`config.mk`:
```
export PLATFORM = sky130hd
export DESIGN_NAME = div32x32_seq_flat
export DESIGN_NICKNAME = d
export VERILOG_FILES = /design/src/rtl/div32x32_seq_if.sv /design/src/rtl/div32x32_seq.sv /design/src/flat_wrapper.sv
export SDC_FILE = /design/constraint.sdc
export NUM_CORES = 1
export LEC_CHECK = 0
export CORE_MARGIN = 2
export CORE_UTILIZATION = 35
export CTS_CLUSTER_SIZE = 40
export DETAILED_ROUTE_END_ITERATION = 8
export PLACE_DENSITY_LB_ADDON = 0.05
export SLEW_MARGIN = 15
export SYNTH_ARGS = -nofsm -noshare
export SYNTH_HDL_FRONTEND = slang
export SYNTH_SLANG_ARGS = --single-unit
```
`constraint.sdc`:
```
create_clock -name clk -period 2.9 [get_ports clk]
set_input_delay 0.29 -clock clk [delete_from_list [all_inputs] [get_ports clk]]
set_output_delay 0.29 -clock clk [all_outputs]
set_load 0.01 [all_outputs]
```
`src/rtl/div32x32_seq_if.sv`:
```
// div32x32_seq_if: start/busy handshake, operands and registered results of the divider
interface div32x32_seq_if #(parameter int WIDTH = 32);
    logic             start;
    logic [WIDTH-1:0] a;
    logic [WIDTH-1:0] b;
    logic             busy;
    logic             done;
    logic [WIDTH-1:0] quotient;
    logic [WIDTH-1:0] remainder;
    logic             div_by_zero;
    modport master (output start, a, b, input busy, done, quotient, remainder, div_by_zero);
    modport slave (input start, a, b, output busy, done, quotient, remainder, div_by_zero);
endinterface

```
`src/rtl/div32x32_seq.sv`:
```
// div32x32_seq: sequential unsigned restoring divider, one quotient bit per clock
module div32x32_seq #(parameter int WIDTH = 32) (
    input logic           clk,
    input logic           reset,
    div32x32_seq_if.slave bus
);
    localparam int CW = $clog2(WIDTH);
    typedef enum logic [1:0] {IDLE, CALC, DONE} state_t;
    state_t           state, state_nxt;
    logic [WIDTH-1:0] div_q, dvd_q, dvd_nxt, rem_q, rem_nxt, quo_q, rmd_q;
    logic [WIDTH:0]   tmp, diff;
    logic [CW-1:0]    cnt;
    logic             ge, dbz_q;
    assign bus.quotient    = quo_q;
    assign bus.remainder   = rmd_q;
    assign bus.div_by_zero = dbz_q;
    // state register
    always_ff @(posedge clk or negedge reset)
        if (!reset) state <= IDLE;
        else state <= state_nxt;
    // next state and Moore outputs; a zero divisor skips iteration entirely
    always_comb begin
        state_nxt = state;
        bus.busy  = 1'b0;
        bus.done  = 1'b0;
        case (state)
            IDLE: if (bus.start) state_nxt = (bus.b != '0) ? CALC : DONE;
            CALC: begin
                bus.busy = 1'b1;
                if (cnt == '0) state_nxt = DONE;
            end
            DONE: begin
                bus.done  = 1'b1;
                state_nxt = IDLE;
            end
            default: state_nxt = IDLE;
        endcase
    end
    // one restoring step; since rem_q < div_q always holds, the borrow bit alone decides tmp >= div_q
    always_comb begin
        tmp     = {rem_q, dvd_q[WIDTH-1]};
        diff    = tmp - {1'b0, div_q};
        ge      = ~diff[WIDTH];
        rem_nxt = ge ? diff[WIDTH-1:0] : tmp[WIDTH-1:0];
        dvd_nxt = {dvd_q[WIDTH-2:0], ge};
    end
    // working registers and results; results only change at completion
    always_ff @(posedge clk or negedge reset)
        if (!reset) begin
            div_q <= '0;
            dvd_q <= '0;
            rem_q <= '0;
            cnt   <= '0;
            quo_q <= '0;
            rmd_q <= '0;
            dbz_q <= 1'b0;
        end else begin
            case (state)
                IDLE: if (bus.start) begin
                    div_q <= bus.b;
                    dvd_q <= bus.a;
                    rem_q <= '0;
                    cnt   <= CW'(WIDTH - 1);
                    if (bus.b == '0) begin
                        quo_q <= '1;
                        rmd_q <= bus.a;
                        dbz_q <= 1'b1;
                    end
                end
                CALC: begin
                    rem_q <= rem_nxt;
                    dvd_q <= dvd_nxt;
                    cnt   <= cnt - 1'b1;
                    if (cnt == '0) begin
                        quo_q <= dvd_nxt;
                        rmd_q <= rem_nxt;
                        dbz_q <= 1'b0;
                    end
                end
                default: ;
            endcase
        end
endmodule

```
`src/flat_wrapper.sv`:
```
// flat-port wrapper written by rule: the top's interface ports become plain ports
module div32x32_seq_flat 
#(parameter int WIDTH = 32)
  (clk, reset, bus_start, bus_a, bus_b, bus_busy, bus_done, bus_quotient, bus_remainder, bus_div_by_zero);
  div32x32_seq_if #(.WIDTH(WIDTH)) bus_i ();
  input logic clk;
  input logic reset;
  input wire logic [$bits(bus_i.start)-1:0] bus_start;
  input wire logic [$bits(bus_i.a)-1:0] bus_a;
  input wire logic [$bits(bus_i.b)-1:0] bus_b;
  output wire logic [$bits(bus_i.busy)-1:0] bus_busy;
  output wire logic [$bits(bus_i.done)-1:0] bus_done;
  output wire logic [$bits(bus_i.quotient)-1:0] bus_quotient;
  output wire logic [$bits(bus_i.remainder)-1:0] bus_remainder;
  output wire logic [$bits(bus_i.div_by_zero)-1:0] bus_div_by_zero;
  assign bus_i.start = bus_start;
  assign bus_i.a = bus_a;
  assign bus_i.b = bus_b;
  assign bus_busy = bus_i.busy;
  assign bus_done = bus_i.done;
  assign bus_quotient = bus_i.quotient;
  assign bus_remainder = bus_i.remainder;
  assign bus_div_by_zero = bus_i.div_by_zero;
  div32x32_seq #(.WIDTH(WIDTH)) u_core (.clk(clk), .reset(reset), .bus(bus_i));
endmodule
```
Word-level counts from Yosys, hierarchy flattened --
Cells that the tools add are included.
Operators by class: $add $sub $neg 2, equality and inequality tests 5, reduce and logical (&&, ||, !) cells 9, multiplexer cells 25, bitwise gates (word level) 1
Operators by type and width (number):
- $mux W32 | 9
- $pmux W32 S2 | 4
- $sub A33 B32 Y33 | 1
- $logic_not A32 Y1 | 1
- $reduce_bool A32 Y1 | 1
- $pmux W5 S2 | 1
- $mux W2 | 3
- $reduce_and A2 Y1 | 3
- $logic_not A5 Y1 | 1
- $mux W1 | 5
- $mux W5 | 1
- $sub A5 B1 Y5 const B | 1
- $ne A2 B1 Y1 const B | 2
- $pmux W2 S2 | 1
- $reduce_and A4 Y1 | 1
- $eq A2 B1 Y1 const B | 1
- $eq A2 B2 Y1 const B | 1
- $logic_not A2 Y1 | 1
- $ne A2 B2 Y1 const B | 1
- $pmux W1 S2 | 1
- $reduce_bool A2 Y1 | 1
- $not A1 Y1 | 1
Storage, ports and cells: input port bits 67, bits in registers 168, output and inout port bits 67

Depth between registers and ports, before layout --
Gate-level depths: netlist of run 1.
depth in word-level cells 4, depth in mapped cells 13

Worst setup path after synthesis of run 1 --
OpenSTA, ideal clock, no wires.
path kind flip-flop to flip-flop, start point register u_core.dvd_q[31], end point register u_core.rmd_q[10], in the netlist u_core.bus.remainder[10], buffers on the path 1, arrival 2.667 ns, required time 2.767 ns, stages on the path, launching flop included 14, setup time 0.133 ns, setup slack 0.099 ns, path through dfrtp_1 > inv_1 > ha_1 > fa_1 > nor2b_1 > o2111ai_1 > nand3_1 > a31oi_2 > o211ai_2 > a21oi_4 > xnor2_2 > buf_4 > mux2i_1 > o21ai_0
Between the ends: cells in the longest elaborated chain, start to end 4
Ends and longest elaborated chain:
- start: declaration | RTL line div32x32_seq.sv:10 | logic [WIDTH-1:0] div_q, dvd_q, dvd_nxt, rem_q, rem_nxt, quo_q, rmd_q;
- start signal: assignment | RTL line div32x32_seq.sv:61 | dvd_q <= bus.a;
- start signal: assignment | RTL line div32x32_seq.sv:72 | dvd_q <= dvd_nxt;
- $sub A33 B32 Y33 | RTL line div32x32_seq.sv:42 | diff = tmp - {1'b0, div_q};
- $mux W32 | RTL line div32x32_seq.sv:44 | rem_nxt = ge ? diff[WIDTH-1:0] : tmp[WIDTH-1:0];
- $mux W32 | RTL line div32x32_seq.sv:74 | if (cnt == '0) begin
- $pmux W32 S2 | RTL line div32x32_seq.sv:58 | case (state)
- end signal: assignment | RTL line div32x32_seq.sv:66 | rmd_q <= bus.a;
- end signal: assignment | RTL line div32x32_seq.sv:76 | rmd_q <= rem_nxt;
- end: declaration | RTL line div32x32_seq.sv:10
No other way between the ends. The select of a mux whose other input is x is not followed. A chain may end at the register's enable or synchronous reset.

Final worst setup path of run 1 --
start point register u_core.rem_q[12], end point register u_core.rem_q[5]
Between the ends: cells in the longest elaborated chain, start to end 3
Ends and longest elaborated chain:
- start: declaration | RTL line div32x32_seq.sv:10
- start signal: assignment | RTL line div32x32_seq.sv:71 | rem_q <= rem_nxt;
- $sub A33 B32 Y33 | RTL line div32x32_seq.sv:42
- $mux W32 | RTL line div32x32_seq.sv:44
- $pmux W32 S2 | RTL line div32x32_seq.sv:58
No other way between the ends.

==> results of run 1 <==
-- logic make-up after synthesis --
kind of cell	count (synthesis)
XOR/XNOR	32
AND/OR/NAND/NOR	362
adder cells (fa/ha/maj)	35
AO/OA/AOI/OAI	299
buffers and inverters	110
multiplexers	29
flip-flops	168
-- state kept, by name (all words and copies together) (netlist names) --
register and count:
u_core.bus.div_by_zero 1, u_core.bus.quotient 32, u_core.bus.remainder 32, u_core.cnt 5, u_core.div_q 32, u_core.dvd_q 32, u_core.rem_q 32, u_core.state 2
-- power by group through the flow --
stage,Sequential (uW),Clock [uW],Combinational (uW)
finish,3660,2300,9680
global route,3750,2470,10700
CTS,3620,2360,9000
detailed placement,3650,0,8640
global placement,3660,0,8580
floorplan,3480,0,5860
-- worst reg2reg max path: stages (launching register included) --
cell,delay [ns]
dfrtp_1,0.44
ha_1,0.35
nand2_1,0.13
nor2_1,0.09
a221o_1,0.33
a31oi_4,0.19
o211ai_2,0.15
a21oi_4,0.26
xnor2_4,0.18
buf_8,0.22
mux2i_1,0.27
o21ai_0,0.10
-- how the worst max path moves through the flow --
stage / startpoint / to / slack (ns) / cells after the start
after floorplan: u_core.dvd_q[31] / u_core.bus.remainder[10] / 0.1 / 13
after global routing: u_core.dvd_q[31] / u_core.rem_q[16] / -0.08 / 13
after CTS: u_core.dvd_q[31] / u_core.rem_q[21] / -0.004 / 13
after global placement: u_core.dvd_q[31] / u_core.bus.remainder[11] / -0.10 / 13
after detailed placement: u_core.dvd_q[31] / u_core.rem_q[2] / -0.19 / 13
final: u_core.rem_q[12] / u_core.rem_q[5] / 0.07 / 11
-- cells in the final DEF (no fill, tap or decap), drive strengths merged, types with 3 or more instances in the layout --
master and n:
a211oi 3, a21o 14, a21oi 108, a221o 3, a31oi 34, and2 5
and3 21, buf 73, clkbuf 18, clkdlybuf4s50 132, dfrtp 168, ha 34
inv 54, mux2i 27, nand2 155, nand2b 4, nand3 33, nand4 7
nor2 97, nor3 14, nor4 11, o211ai 7, o21a 5, o21ai 104
o21bai 3, o22ai 3, or2 3, or3 8, xnor2 20, xor2 12
-- synthesized netlist by cell type (all sizes together), types with 3 or more instances --
| library cell | count |
|---|---|
| dfrtp | 168 |
| nand2 | 155 |
| a21oi | 108 |
| o21ai | 104 |
| nor2 | 97 |
| clkbuf | 61 |
| inv | 45 |
| a31oi | 34 |
| ha | 34 |
| nand3 | 33 |
| mux2i | 27 |
| and3 | 21 |
| xnor2 | 20 |
| a21o | 14 |
| nor3 | 14 |
| xor2 | 12 |
| nor4 | 11 |
| or3 | 8 |
| nand4 | 7 |
| o211ai | 7 |
| and2 | 5 |
| o21a | 5 |
| buf | 4 |
| nand2b | 4 |
| a211oi | 3 |
| a221o | 3 |
| o21bai | 3 |
| o22ai | 3 |
| or2 | 3 |
-- metal layers --
metal | vias up | share of wire [%]
met5 | - | 0
met4 | 0 | 0.54
met3 | 16 | 4.3
met2 | 172 | 43
met1 | 3695 | 53
li1 | 3929 | -
-- through the flow --
| stage | total power, uW | area [um2] | hold slack (ns) | setup WS, ns | setup TNS, ns |
|---|---|---|---|---|---|
| 4_1_cts | 15000 | 11800 | 0.430 | -0.00394 | -0.00400 |
| 6_report | 15600 | 12000 | 0.429 | 0.0690 | 0 |
| 3_5_place_dp | 12300 | 11100 | 0.353 | -0.194 | -8.08 |
| 5_1_grt | 16900 | 12000 | 0.425 | -0.0849 | -2.35 |
| 3_3_place_gp | 12200 | 11100 | 0.361 | -0.103 | -3.49 |
| 2_1_floorplan | 9330 | 8980 | -0.00559 | 0.0991 | 0 |
-- repair_timing --
item                       in CTS  in global routing
hold endpoints to repair       68                  0
gates cloned                    0                  0
buffers inserted                2                  1
hold buffers                    1                  0
resized for setup              18                 50
pin swaps                       5                  6
setup endpoints to repair      61                 63
-- area by class of cell --
cell class,instances,share of cell area (%)
Sequential cell,168,35.1
Inverter,45,1.41
Timing Repair Buffer,206,16.4
Clock inverter,14,1.24
Clock buffer,18,3.67
Tap cell,330,3.45
Multi-Input combinational cell,757,38.7
==> impl_metrics.json, run 1 <==
{
  "yosysTopAreaCellShare_pct": 46.8,
  "slew_viol_final": 0,
  "post-route-util_pct": 47.5,
  "vias": 7812,
  "muxShareOfSynthArea_pct": 3.26,
  "synthAdderAreaFrac_pct": 4.96,
  "drt-initial-drc-count": 466,
  "num_rows": 58,
  "synthCells": 1035,
  "worstPathArrival_ns": 3.12,
  "yosysWarnings": 0,
  "r2r_end": "u_core.rem_q[5]",
  "post-dp-hpwl_um": 19400,
  "fillCellCount": 2443,
  "dieArea_um2": 27000,
  "critPathTopFamily": "compound AO/OA/AOI/OAI gates",
  "synth_xor_area_share_pct": 3.29,
  "path_max_fanout": 11,
  "synthArstFlopShare_pct": 100,
  "crit_type": "flop to flop",
  "multiInputGateArea_um2": 4630,
  "grt.met2_usage_pct": 28.8,
  "comb_power_share_pct": 61.9,
  "grt_first_pass_wirelength_um": 42000,
  "grt_pass1_vias": 7533,
  "finalHoldViolCount": 0,
  "portBuffers": 133,
  "worstPathCellList": "ha_1 > nand2_1 > nor2_1 > a221o_1 > a31oi_4 > o211ai_2 > a21oi_4 > xnor2_4 > buf_8 > mux2i_1 > o21ai_0",
  "synth-edff-count": 0,
  "cp-start-kind": "flop",
  "die_w_um": 164,
  "clk_pin_slew_worst_paths_ns": 0.08,
  "finalNonFillerCells": 1538,
  "skew_ns": 0.0131,
  "cts_made_buffers": 17,
  "setup_viol": 0,
  "reg2reg_depth": 11,
  "synth-simple-area-share_pct": 17.6,
  "internal_power_uw": 8820,
  "max_cap_violations": 0,
  "antenna_found_initial": 0,
  "seq_area_frac_synth_pct": 46.8,
  "dr.pass1.iters": 5,
  "slew_headroom_pct": 50.4,
  "synthTopCellsByArea": "dfrtp_1 47%, nand2_1 6.5%, a21oi_1 5.9%",
  "rrSetupSlack_ns": 0.07,
  "rsz0062_at_grt": "true",
  "synth-compound-area-share_pct": 19.3,
  "core_um2": 25200,
  "gr-usage-met1_pct": 31.3,
  "power_frac_seq_pct": 23.4,
  "swShare_pct": 43.6,
  "area_delta_synth_final_pct": 33.3,
  "ys_ff_latch": 168,
  "nNetsFinal": 1297,
  "ant_nets": 0,
  "post-route-period-util_pct": 97.6,
  "routed_wirelength_um": 26300,
  "max_freq_mhz": 353,
  "dieHeight_um": 164,
  "synth_top_family_by_area": "compound AO/OA/AOI/OAI gates",
  "slowest_delay_ns": 0.44,
  "clkPwrFrac_pct": 14.7,
  "outcome": "completed",
  "place_inst": 1503,
  "fin_crit_ns": 2.83,
  "grt_util_all_layers_pct": 19.9,
  "seq_area_um2": 4210,
  "critPathSlowestCell": "dfrtp_1",
  "gp_congestion": 0.899,
  "layout-drive-gt1-share_pct": 14.4,
  "power_density_nw_per_um2": 1310,
  "peakVddDrop_mv": 0.615,
  "route.detailed.drc": 0,
  "hold_class": "primary input to asynchronous set/reset pin",
  "synth_largest_area_cell": "dfrtp_1",
  "antenna_cells": 0,
  "crit_buf_inv": 1,
  "reg2reg_from": "u_core.rem_q[12]",
  "overflow": 0,
  "tightest_slew_ns": 0.744,
  "switching_power_uw": 6820,
  "end_kind": "flop",
  "p_leak_uw": 0.00516,
  "cts_max_level": 4,
  "io_pins": 134,
  "cts_tree": "yes",
  "start_util_pct": 35.7,
  "syn_nets": 1137,
  "insertion_delay_ns": 0.43,
  "syn-cell-area_um2": 8980,
  "viasPerCell": 5.08,
  "synth_flop_cell": "dfrtp_1",
  "cts.sinks": 168,
  "grt-busiest-layer": "met1",
  "wire_per_inst_um": 17.1,
  "synth.avg_cell_area_um2": 8.67,
  "root_buffer": "clkbuf_16",
  "met3_usage_pct": 2.98,
  "ys_types": 62,
  "grt_max_degree": 145,
  "required_ns": 3.19,
  "clockBufferDepth": 2
}
No activity file was read; power rests on OpenSTA's default activity.
==> run 2, diff against run 1 <==
--- a/config.mk
+++ b/config.mk
@@ -7,9 +7,11 @@
 export LEC_CHECK = 0
 export CORE_MARGIN = 2
 export CORE_UTILIZATION = 35
+export CTS_CLUSTER_DIAMETER = 150
 export CTS_CLUSTER_SIZE = 40
 export DETAILED_ROUTE_END_ITERATION = 8
 export PLACE_DENSITY_LB_ADDON = 0.05
+export SKIP_LAST_GASP = 1
 export SLEW_MARGIN = 15
 export SYNTH_ARGS = -nofsm -noshare
 export SYNTH_HDL_FRONTEND = slang
==> run 2 against run 1 <==
  * Critical endpoint is now u_core.bus.remainder[11]
  * Clock skew about the same
  * Sequential share of layout area about the same
  * Highest routed layer unchanged
  * Worst hold slack about the same
  * Sequential cell count unchanged
  * Sequential power about the same
  * Maximum frequency about the same
  * Non-clock buffer count unchanged
  * First-iteration DRC count increased by 1.5%
  * Die area unchanged
  * Via count increased by 0.37%
  * Largest cell class unchanged
==> impl_metrics.json, run 2 (synthesized netlist as in run 1, its figures left out) <==
{
  "cts_tree": "yes",
  "layout-drive-gt1-share_pct": 14.4,
  "r2r_end": "u_core.bus.remainder[11]",
  "antenna_found_initial": 0,
  "overflow": 0,
  "finalHoldViolCount": 0,
  "clk_pin_slew_worst_paths_ns": 0.08,
  "post-dp-hpwl_um": 19400,
  "rrSetupSlack_ns": 0.07,
  "insertion_delay_ns": 0.43,
  "dieHeight_um": 164,
  "gp_congestion": 0.899,
  "post-route-period-util_pct": 97.5,
  "cp-start-kind": "flop",
  "grt_util_all_layers_pct": 19.9,
  "grt_max_degree": 145,
  "cts_max_level": 4,
  "end_kind": "flop",
  "grt_first_pass_wirelength_um": 42000,
  "peakVddDrop_mv": 0.614,
  "cts_made_buffers": 17,
  "fin_crit_ns": 2.83,
  "hold_class": "primary input to asynchronous set/reset pin",
  "nNetsFinal": 1297,
  "worstPathArrival_ns": 3.18,
  "core_um2": 25200,
  "tightest_slew_ns": 0.747,
  "grt_pass1_vias": 7533,
  "fin_setup_tns_ns": 0,
  "root_buffer": "clkbuf_16",
  "outcome": "completed",
  "path_max_fanout": 7,
  "route.detailed.drc": 0,
  "reg2reg_depth": 11,
  "start_util_pct": 35.7,
  "io_pins": 134,
  "slew_viol_final": 0,
  "drt-initial-drc-count": 473,
  "portBuffers": 133,
  "viasPerCell": 5.10,
  "antenna_cells": 0,
  "skew_ns": 0.0132,
  "dieArea_um2": 27000,
  "area_delta_synth_final_pct": 33.3,
  "crit_path_end": "u_core.bus.remainder[11]",
  "clockBufferDepth": 2,
  "dr.pass1.iters": 5,
  "final_cell_mix": "167 x dfrtp_1, 154 x nand2_1, 132 x clkdlybuf4s50_1",
  "post-route-util_pct": 47.5,
  "crit_type": "flop to flop",
  "max_cap_violations": 0,
  "timing.final.ws_setup_ns": 0.0712,
  "place_area_um2": 11100,
  "cts.sinks": 168,
  "reg2reg_from": "u_core.rem_q[12]",
  "place_ws_ns": -0.194,
  "required_ns": 3.25,
  "routed_wirelength_um": 26300,
  "final_cell_area_um2": 12000,
  "slew_headroom_pct": 50.2,
  "fillCellCount": 2444,
  "wire_per_inst_um": 17.1,
  "mostFrequentLayoutCell": "dfrtp_1",
  "rsz0062_at_grt": "true",
  "startpoint": "u_core.rem_q[12]",
  "power_density_nw_per_um2": 1300,
  "ant_nets": 0,
  "num_rows": 58,
  "max_freq_mhz": 354,
  "vias": 7841,
  "p_leak_uw": 0.00516,
  "die_w_um": 164,
  "setup_viol": 0
}
-- run 2: cell types whose count changed in the layout (fill, tap and decap cells not counted) --
cell / previous run / this run
mux2i_4: 3 / 2
o21ai_0: 88 / 90
o21ai_1: 13 / 11
mux2i_2: 13 / 14
-- run 2: metrics by stage --
step | hold slack (ns) | cells | total power [uW]
after floorplan | -0.00559 | 1035 | 9330
after global routing | 0.425 | 1538 | 16800
after detailed placement | 0.353 | 1503 | 12300
after global placement | 0.361 | 1503 | 12200
after CTS | 0.430 | 1538 | 15000
final | 0.428 | 1538 | 15600
-- run 2: critical path: stages (launching register included) --
cell and delay (ns):
dfrtp_1 0.43, ha_1 0.34, nand2_1 0.13, nor2_1 0.09, a221o_1 0.33, a31oi_4 0.19
o211ai_2 0.15, a21oi_4 0.26, xnor2_4 0.18, buf_6 0.20, mux2_4 0.32, o21ai_0 0.13
-- run 2: repair_timing --
action                                 in CTS  in global routing
setup buffers                               2                  1
endpoints found under the hold margin      68                  0
cloned                                      0                  0
setup endpoints to repair                  61                 63
pin swaps                                   5                  6
hold buffers                                1                  0
gates resized for setup                    18                 47
-- run 2: layout make-up --
cell class	instances	area, um2	share of cell area [%]
Clock buffer	18	439	3.67
Multi-Input combinational cell	757	4620	38.7
Inverter	45	169	1.41
Sequential cell	168	4210	35.1
Clock inverter	14	149	1.24
Timing Repair Buffer	206	1960	16.4
Tap cell	330	413	3.45
-- run 2: routing by layer --
layer	global-route usage [%]	share of wire [%]	vias up
met4	3.83	0.54	0
li1	-	-	3929
met2	28.8	42	174
met3	2.98	4.1	16
met5	0	0	-
met1	31.3	53	3722
-- run 2: worst min-delay path by stage --
stage | startpoint | endpoint | cells past startpoint
2_1_floorplan | reset | u_core.bus.div_by_zero | 0
3_3_place_gp | reset | u_core.bus.quotient[6] | 1
3_5_place_dp | reset | u_core.bus.quotient[6] | 1
4_1_cts | bus_b[9] | u_core.div_q[9] | 3
5_1_grt | bus_b[9] | u_core.div_q[9] | 3
6_report | reset | u_core.bus.quotient[6] | 2
-- run 2: where the power goes --
| part | total (uW) | internal (uW) | switching [uW] | leakage [uW] |
|---|---|---|---|---|
| registers | 3660 | 3110 | 555 | 0.00196 |
| logic | 9640 | 4440 | 5190 | 0.00292 |
| clock network | 2300 | 1240 | 1060 | 0.000285 |
